$ cat src/rtl/lcd_pkg.sv
// Shared types and constants for the HD44780 character-LCD sequencer.
package lcd_pkg;

  typedef enum logic [2:0] {
    ST_IDLE,
    ST_SETUP,
    ST_PULSE,
    ST_HOLD,
    ST_WAIT
  } lcd_state_e;

  localparam int ON_BIT      = 31;
  localparam int BLON_BIT    = 30;
  localparam int CLR_OVF_BIT = 29;
  localparam int RS_BIT      = 8;

  localparam int DEF_FIFO_DEPTH  = 4;
  localparam int DEF_T_SETUP     = 4;
  localparam int DEF_T_EN        = 12;
  localparam int DEF_T_HOLD      = 2;
  localparam int DEF_T_EXEC      = 2000;
  localparam int DEF_T_EXEC_LONG = 82000;

  localparam int TIMER_W = 17;

  localparam logic [7:0] CLR_HOME_MAX = 8'h03;

  // Clear-display and return-home need the long execution wait.
  function automatic logic is_long_cmd(input logic rs, input logic [7:0] b);
    return !rs && (b <= CLR_HOME_MAX);
  endfunction

endpackage

$ cat src/rtl/lcd_if.sv
// Store/load-path connection between the load/store unit and the LCD sequencer.
// i_wr_en is a one-cycle store strobe with no back-pressure; acceptance is
// reported afterwards through o_status (busy = bit 0, overflow = bit 1).
interface lcd_if;
  logic        i_wr_en;
  logic [31:0] i_wr_data;
  logic [31:0] o_status;

  modport master (output i_wr_en, output i_wr_data, input  o_status);
  modport slave  (input  i_wr_en, input  i_wr_data, output o_status);
endinterface

$ cat src/rtl/lcd_fifo.sv
// 9-bit synchronous FIFO holding queued {RS, byte} LCD writes.
module lcd_fifo
  import lcd_pkg::*;
#(
  parameter int DEPTH = DEF_FIFO_DEPTH
) (
  input  logic                     i_clk,
  input  logic                     i_reset,
  input  logic                     i_push,
  input  logic                     i_pop,
  input  logic [8:0]               i_din,
  output logic [8:0]               o_dout,
  output logic                     o_empty,
  output logic                     o_full,
  output logic [$clog2(DEPTH):0]   o_count
);

  localparam int AW = $clog2(DEPTH);

  logic [8:0]    r_mem [DEPTH];
  logic [AW-1:0] r_wr_ptr;
  logic [AW-1:0] r_rd_ptr;
  logic [AW:0]   r_count;
  logic          w_do_push;
  logic          w_do_pop;

  assign o_empty = (r_count == '0);
  assign o_full  = (r_count == (AW+1)'(DEPTH));
  assign o_count = r_count;
  assign o_dout  = r_mem[r_rd_ptr];

  // A pop in the same cycle frees the slot, so a full FIFO still accepts.
  assign w_do_pop  = i_pop && !o_empty;
  assign w_do_push = i_push && (!o_full || w_do_pop);

  always_ff @(posedge i_clk) begin
    if (w_do_push) r_mem[r_wr_ptr] <= i_din;
  end

  always_ff @(posedge i_clk) begin
    if (i_reset) begin
      r_wr_ptr <= '0;
      r_rd_ptr <= '0;
      r_count  <= '0;
    end else begin
      if (w_do_push) r_wr_ptr <= r_wr_ptr + AW'(1);
      if (w_do_pop)  r_rd_ptr <= r_rd_ptr + AW'(1);
      case ({w_do_push, w_do_pop})
        2'b10:   r_count <= r_count + (AW+1)'(1);
        2'b01:   r_count <= r_count - (AW+1)'(1);
        default: r_count <= r_count;
      endcase
    end
  end

endmodule

$ cat src/rtl/lcd_driver.sv
// HD44780 write sequencer: queues stores, then times setup, EN pulse, hold and execution wait.
module lcd_driver
  import lcd_pkg::*;
#(
  parameter int FIFO_DEPTH  = DEF_FIFO_DEPTH,
  parameter int T_SETUP     = DEF_T_SETUP,
  parameter int T_EN        = DEF_T_EN,
  parameter int T_HOLD      = DEF_T_HOLD,
  parameter int T_EXEC      = DEF_T_EXEC,
  parameter int T_EXEC_LONG = DEF_T_EXEC_LONG
) (
  input  logic       i_clk,
  input  logic       i_reset,
  lcd_if.slave       bus,
  output logic [7:0] o_lcd_data,
  output logic       o_lcd_rs,
  output logic       o_lcd_rw,
  output logic       o_lcd_en,
  output logic       o_lcd_on,
  output logic       o_lcd_blon,
  output lcd_state_e o_dbg_state
);

  localparam logic [TIMER_W-1:0] T_SETUP_M1 = TIMER_W'(T_SETUP - 1);
  localparam logic [TIMER_W-1:0] T_EN_M1    = TIMER_W'(T_EN - 1);
  localparam logic [TIMER_W-1:0] T_HOLD_M1  = TIMER_W'(T_HOLD - 1);
  localparam logic [TIMER_W-1:0] T_EXEC_M1  = TIMER_W'(T_EXEC - 1);
  localparam logic [TIMER_W-1:0] T_LONG_M1  = TIMER_W'(T_EXEC_LONG - 1);

  lcd_state_e                r_state, w_state_nxt;
  logic [TIMER_W-1:0]        r_timer, w_timer_nxt;
  logic [7:0]                r_data;
  logic                      r_rs;
  logic                      r_ovf;
  logic                      r_on;
  logic                      r_blon;
  logic                      w_pop;
  logic                      w_enq;
  logic                      w_clr;
  logic                      w_drop;
  logic                      w_empty;
  logic                      w_full;
  logic [8:0]                w_head;
  logic [$clog2(FIFO_DEPTH):0] w_count;
  logic                      w_busy;
  logic                      w_unused_bits;

  assign w_clr  = bus.i_wr_en &&  bus.i_wr_data[CLR_OVF_BIT];
  assign w_enq  = bus.i_wr_en && !bus.i_wr_data[CLR_OVF_BIT];
  assign w_drop = w_enq && w_full && !w_pop;
  assign w_unused_bits = &{1'b0, bus.i_wr_data[28:9]};

  lcd_fifo #(.DEPTH(FIFO_DEPTH)) u_fifo (
    .i_clk   (i_clk),
    .i_reset (i_reset),
    .i_push  (w_enq),
    .i_pop   (w_pop),
    .i_din   ({bus.i_wr_data[RS_BIT], bus.i_wr_data[7:0]}),
    .o_dout  (w_head),
    .o_empty (w_empty),
    .o_full  (w_full),
    .o_count (w_count)
  );

  always_comb begin
    w_state_nxt = r_state;
    w_timer_nxt = r_timer;
    w_pop       = 1'b0;
    case (r_state)
      ST_IDLE: begin
        if (!w_empty) begin
          w_pop       = 1'b1;
          w_state_nxt = ST_SETUP;
          w_timer_nxt = T_SETUP_M1;
        end
      end
      ST_SETUP: begin
        if (r_timer == '0) begin
          w_state_nxt = ST_PULSE;
          w_timer_nxt = T_EN_M1;
        end else w_timer_nxt = r_timer - TIMER_W'(1);
      end
      ST_PULSE: begin
        if (r_timer == '0) begin
          w_state_nxt = ST_HOLD;
          w_timer_nxt = T_HOLD_M1;
        end else w_timer_nxt = r_timer - TIMER_W'(1);
      end
      ST_HOLD: begin
        if (r_timer == '0) begin
          w_state_nxt = ST_WAIT;
          w_timer_nxt = is_long_cmd(r_rs, r_data) ? T_LONG_M1 : T_EXEC_M1;
        end else w_timer_nxt = r_timer - TIMER_W'(1);
      end
      ST_WAIT: begin
        if (r_timer == '0) w_state_nxt = ST_IDLE;
        else               w_timer_nxt = r_timer - TIMER_W'(1);
      end
      default: w_state_nxt = ST_IDLE;
    endcase
  end

  always_ff @(posedge i_clk) begin
    if (i_reset) begin
      r_state <= ST_IDLE;
      r_timer <= '0;
    end else begin
      r_state <= w_state_nxt;
      r_timer <= w_timer_nxt;
    end
  end

  // Pins only change on the pop so the LCD sees stable RS/DB through hold.
  always_ff @(posedge i_clk) begin
    if (i_reset) begin
      r_data <= '0;
      r_rs   <= 1'b0;
    end else if (w_pop) begin
      r_data <= w_head[7:0];
      r_rs   <= w_head[8];
    end
  end

  always_ff @(posedge i_clk) begin
    if (i_reset) begin
      r_ovf  <= 1'b0;
      r_on   <= 1'b0;
      r_blon <= 1'b0;
    end else begin
      if (w_clr)       r_ovf <= 1'b0;
      else if (w_drop) r_ovf <= 1'b1;
      if (bus.i_wr_en) begin
        r_on   <= bus.i_wr_data[ON_BIT];
        r_blon <= bus.i_wr_data[BLON_BIT];
      end
    end
  end

  assign w_busy       = (r_state != ST_IDLE) || (w_count != '0);
  assign bus.o_status = {30'b0, r_ovf, w_busy};
  assign o_lcd_data   = r_data;
  assign o_lcd_rs     = r_rs;
  assign o_lcd_rw     = 1'b0;
  assign o_lcd_en     = (r_state == ST_PULSE);
  assign o_lcd_on     = r_on;
  assign o_lcd_blon   = r_blon;
  assign o_dbg_state  = r_state;

endmodule
$ cat src/flat_wrapper.sv
// flat-port wrapper written by rule: the top's interface ports become plain ports
module lcd_driver_flat import lcd_pkg::*;
#(
  parameter int FIFO_DEPTH  = DEF_FIFO_DEPTH,
  parameter int T_SETUP     = DEF_T_SETUP,
  parameter int T_EN        = DEF_T_EN,
  parameter int T_HOLD      = DEF_T_HOLD,
  parameter int T_EXEC      = DEF_T_EXEC,
  parameter int T_EXEC_LONG = DEF_T_EXEC_LONG
)
  (i_clk, i_reset, o_lcd_data, o_lcd_rs, o_lcd_rw, o_lcd_en, o_lcd_on, o_lcd_blon, o_dbg_state, bus_i_wr_en, bus_i_wr_data, bus_o_status);
  lcd_if bus_i ();
  input  logic i_clk;
  input  logic i_reset;
  output logic [7:0] o_lcd_data;
  output logic o_lcd_rs;
  output logic o_lcd_rw;
  output logic o_lcd_en;
  output logic o_lcd_on;
  output logic o_lcd_blon;
  output lcd_state_e o_dbg_state;
  input wire logic [$bits(bus_i.i_wr_en)-1:0] bus_i_wr_en;
  input wire logic [$bits(bus_i.i_wr_data)-1:0] bus_i_wr_data;
  output wire logic [$bits(bus_i.o_status)-1:0] bus_o_status;
  assign bus_i.i_wr_en = bus_i_wr_en;
  assign bus_i.i_wr_data = bus_i_wr_data;
  assign bus_o_status = bus_i.o_status;
  lcd_driver #(.FIFO_DEPTH(FIFO_DEPTH), .T_SETUP(T_SETUP), .T_EN(T_EN), .T_HOLD(T_HOLD), .T_EXEC(T_EXEC), .T_EXEC_LONG(T_EXEC_LONG)) u_core (.i_clk(i_clk), .i_reset(i_reset), .bus(bus_i), .o_lcd_data(o_lcd_data), .o_lcd_rs(o_lcd_rs), .o_lcd_rw(o_lcd_rw), .o_lcd_en(o_lcd_en), .o_lcd_on(o_lcd_on), .o_lcd_blon(o_lcd_blon), .o_dbg_state(o_dbg_state));
endmodule
$ cat config.mk
export PLATFORM = sky130hd
export DESIGN_NAME = lcd_driver_flat
export DESIGN_NICKNAME = d
export VERILOG_FILES = /design/src/rtl/lcd_pkg.sv /design/src/rtl/lcd_if.sv /design/src/rtl/lcd_fifo.sv /design/src/rtl/lcd_driver.sv /design/src/flat_wrapper.sv
export SDC_FILE = /design/constraint.sdc
export NUM_CORES = 1
export LEC_CHECK = 0
export ABC_AREA = 0
export CELL_PAD_IN_SITES_DETAIL_PLACEMENT = 1
export CELL_PAD_IN_SITES_GLOBAL_PLACEMENT = 2
export CORE_MARGIN = 3
export CORE_UTILIZATION = 32
export CTS_CLUSTER_SIZE = 25
export DETAILED_ROUTE_END_ITERATION = 7
export GPL_TIMING_DRIVEN = 0
export PLACE_DENSITY_LB_ADDON = 0.25
export SYNTH_ARGS = -nofsm -noshare
export SYNTH_HDL_FRONTEND = slang
export SYNTH_SLANG_ARGS = --single-unit
$ cat constraint.sdc
create_clock -name i_clk -period 3 [get_ports i_clk]
set_input_delay 0.9 -clock i_clk [delete_from_list [all_inputs] [get_ports i_clk]]
set_output_delay 0.9 -clock i_clk [all_outputs]
set_load 0.02 [all_outputs]
==> results.toml <==
[critical_path]
cp-startpoint = "u_core.o_dbg_state[1]$_SDFFE_PP0P_"
timing.rr.start = "u_core.r_timer[0]$_SDFFE_PP0P_"
critPathSlowestCell = "clkdlybuf4s50_1"
end_kind = "primary output"
r2r_cells = 7
required_ns = 2.10
r2r_end = "u_core.r_timer[14]$_SDFFE_PP0P_"
endpoint = "o_lcd_en"
cp.arrival_ns = 1.98
r2r_setup_slack_ns = 0.40
crit_chain = "clkbuf_4 > nand2_1 > nor2_1 > clkdlybuf4s50_1"
cp_max_fo = 10
critPathLaunchType = "flip-flop"
max_stage_delay_ns = 0.63
path_class = "flip-flop to primary output"

[logic_synthesis]
synth_compound_area_share_pct = 14.5
avgSynthCellArea_sq_um = 10.8
yosysSeqAreaShare_pct = 49.3
synth-adder-area-share_pct = 2.19
synth_edf_count = 36
async_flop_share_pct = 0
synth_cells = 348
syn-cell-area_sq_um = 3770
ys_types = 65
synth_top_family_by_area = "simple AND/OR/NAND/NOR gates"
synthSimpleGateAreaFrac_pct = 16.0
synth_xor_xnor_area_share_pct = 2.09
yosys_warnings = 0
muxShareOfSynthArea_pct = 6.20
ys_ff_latch = 75
ys.flop_type = "dfxtp_1"

[floorplanning]
start_util_pct = 32.9
pin_count = 83
rows = 39
core_area_sq_um = 11500
die_y_um = 115
die_x_um = 115
dieArea_sq_um = 13100

[layout]
syn2layout_area_growth_pct = 23.9
n_antenna_cell = 0
final_common_cell = "dfxtp_1"
layout_common_cells = "dfxtp_1, edfxtp_1, buf_4"
final_net_count = 461
layout-drive-gt1-share_pct = 18.6

[routing]
wirelength_mm = 9.12
drt_iter0_drc = 133
viasPerCell = 4.95
drc = 0
ant_nets = 0
drt_first_pass_iters = 5
routedWlPerCell_um = 16.0
vias = 2812

[clock_tree]
cts_sinks = 75
hold_buffers = 0
h-tree-depth = 3
clock_latency_ns = 0.34
cts_root_buffer = "clkbuf_16"
cts_tree = "yes"
clockBufferDepth = 2
clk_pin_slew_ns = 0.06
numCtsBuffers = 9

[sta]
worst_pin_slew_ns = 0.819
whs_ns = 0.469
rsz0062_at_grt = "no"
drv_slew = 0
fin_crit_sh_pct = 96.0
max-slew-margin-rel_pct = 45.4
setup_viol = 0
fin_skew_ns = 0.00551
hold_viol = 0
clock.fmax_mhz = 347
fin_crit_ns = 2.88

[global_route]
grt_overflow_total = 0
antenna_found_initial = 0
grt_max_degree = 16
grt_use_total_pct = 14.7
grt_pass1_wl_mm = 14.8
grt_pass1_vias = 2870

[power]
ir_worst_vdd_v = 0.000534
internal-power_mw = 2.84
p_sw_share_pct = 42.6
clkPwrFrac_pct = 20.8
power_mw = 4.96
p_per_area_nw_per_um2 = 1060
p_leak_nw = 1.79
p_sw_mw = 2.11
pwr-share-comb_pct = 49.1
p_seq_share_pct = 30.1

[place]
io_buffers = 31
gp_congestion = 0.807
hpwl_mm = 6.70

[min_path]
hold_path_class = "flip-flop to flip-flop"

[flow_run]
maxCapViolCount = 0

[status]
status = "completed"
==> registers in the layout, summed over array words and instances (netlist names) <==
signal                  cells
u_core.u_fifo.r_mem        36
u_core.r_timer             17
u_core.o_lcd_data           8
u_core.o_dbg_state          3
u_core.u_fifo.o_count       3
u_core.u_fifo.r_rd_ptr      2
u_core.u_fifo.r_wr_ptr      2
u_core.o_lcd_blon           1
u_core.o_lcd_on             1
u_core.o_lcd_rs             1
u_core.r_ovf                1
==> layer usage <==
metal	wire (um)	vias up	GRT usage [%]	part of all wire, %
met3	281	9	3.86	3.1
met5	0	-	0	0
met1	3960	1386	17.1	43
met2	4740	36	25.6	52
met4	138	0	5.78	1.5
li1	-	1381	-	-
==> cell usage after synthesis, drive strengths merged (4+ instances only) <==
cell type   n  share of area, %
xor2        5               1.2
a22oi       4              0.80
nor2       25               2.5
ha          5               1.7
or3         5              0.96
nor4        5               1.2
nor2b       4              0.66
a31oi       4              0.83
dfxtp      39                21
or4         8               1.8
nand2      29               2.9
clkbuf      7              0.70
nand3       5              0.66
o31ai       5              0.99
inv         9              0.89
xnor2       4              0.93
edfxtp     36                29
o21ai       6              0.80
nor3        7              0.93
nor3b       5              0.99
a21oi      27               3.9
mux4        9               5.4
buf        42               8.0
and2        5              0.83
==> worst max-delay path, delay by kind of cell, from the launching register on <==
kind	cells	cell delay, ns
DFF	1	0.46
buffers and inverters	2	0.90
and+or+nand+nor	2	0.28
==> stage by stage <==
step           TNS [ns]  instance area, sq um  setup slack, ns  utilization [%]  std cells
2_1_floorplan         0                  3890            0.798                -        378
3_3_place_gp     -0.460                  4380          -0.0487             38.2        552
3_5_place_dp     -0.462                  4380          -0.0552             38.2        552
4_1_cts               0                  4670          0.00367             40.7        568
5_1_grt               0                  4680          0.00826             40.8        568
6_report              0                  4680            0.120             40.8        568
==> worst min path at each step <==
stage / from / to / slack, ns / cells past startpoint
floorplan: u_core.r_timer[15]$_SDFFE_PP0P_ / u_core.r_timer[15]$_SDFFE_PP0P_ / 0.46 / 2
global placement: u_core.o_lcd_data[0]$_SDFFE_PP0P_ / u_core.o_lcd_data[0]$_SDFFE_PP0P_ / 0.45 / 2
detailed placement: u_core.o_lcd_data[0]$_SDFFE_PP0P_ / u_core.o_lcd_data[0]$_SDFFE_PP0P_ / 0.47 / 2
CTS: u_core.o_lcd_data[0]$_SDFFE_PP0P_ / u_core.o_lcd_data[0]$_SDFFE_PP0P_ / 0.48 / 2
global route: u_core.o_lcd_data[0]$_SDFFE_PP0P_ / u_core.o_lcd_data[0]$_SDFFE_PP0P_ / 0.50 / 2
finish: u_core.o_lcd_data[0]$_SDFFE_PP0P_ / u_core.o_lcd_data[0]$_SDFFE_PP0P_ / 0.47 / 2
==> area by class of cell <==
class,instances,area (sq um)
inverters,9,33.8
plain buffers,49,332
repair buffers,31,310
clock buffers,9,225
clock inverters,7,58.8
flip-flops and latches,75,1860
fillers,1287,6790
well taps,143,179
multi-input cells,245,1680
==> what timing repair did <==
item,in CTS,in global routing
setup buffers,0,0
resized for setup,3,5
endpoints found under the setup margin,2,2
==> power by group through the flow <==
stage / clock [mW] / sequential [mW] / combinational, mW
2_1_floorplan: 0 / 1.53 / 1.68
3_3_place_gp: 0 / 1.50 / 2.39
3_5_place_dp: 0 / 1.51 / 2.43
4_1_cts: 1.07 / 1.49 / 2.45
5_1_grt: 1.11 / 1.52 / 2.70
6_report: 1.03 / 1.49 / 2.43
==> logic make-up (layout without fill, tap and decap cells) <==
kind of cell,after synthesis,in the layout
buf+inv,58,105
simple gates,111,111
mux,12,12
flops,75,75
fa+ha+maj,6,6
xor+xnor,9,9
other cells,1,31
compound gates,76,76
Power figures use the tool's default switching activity.
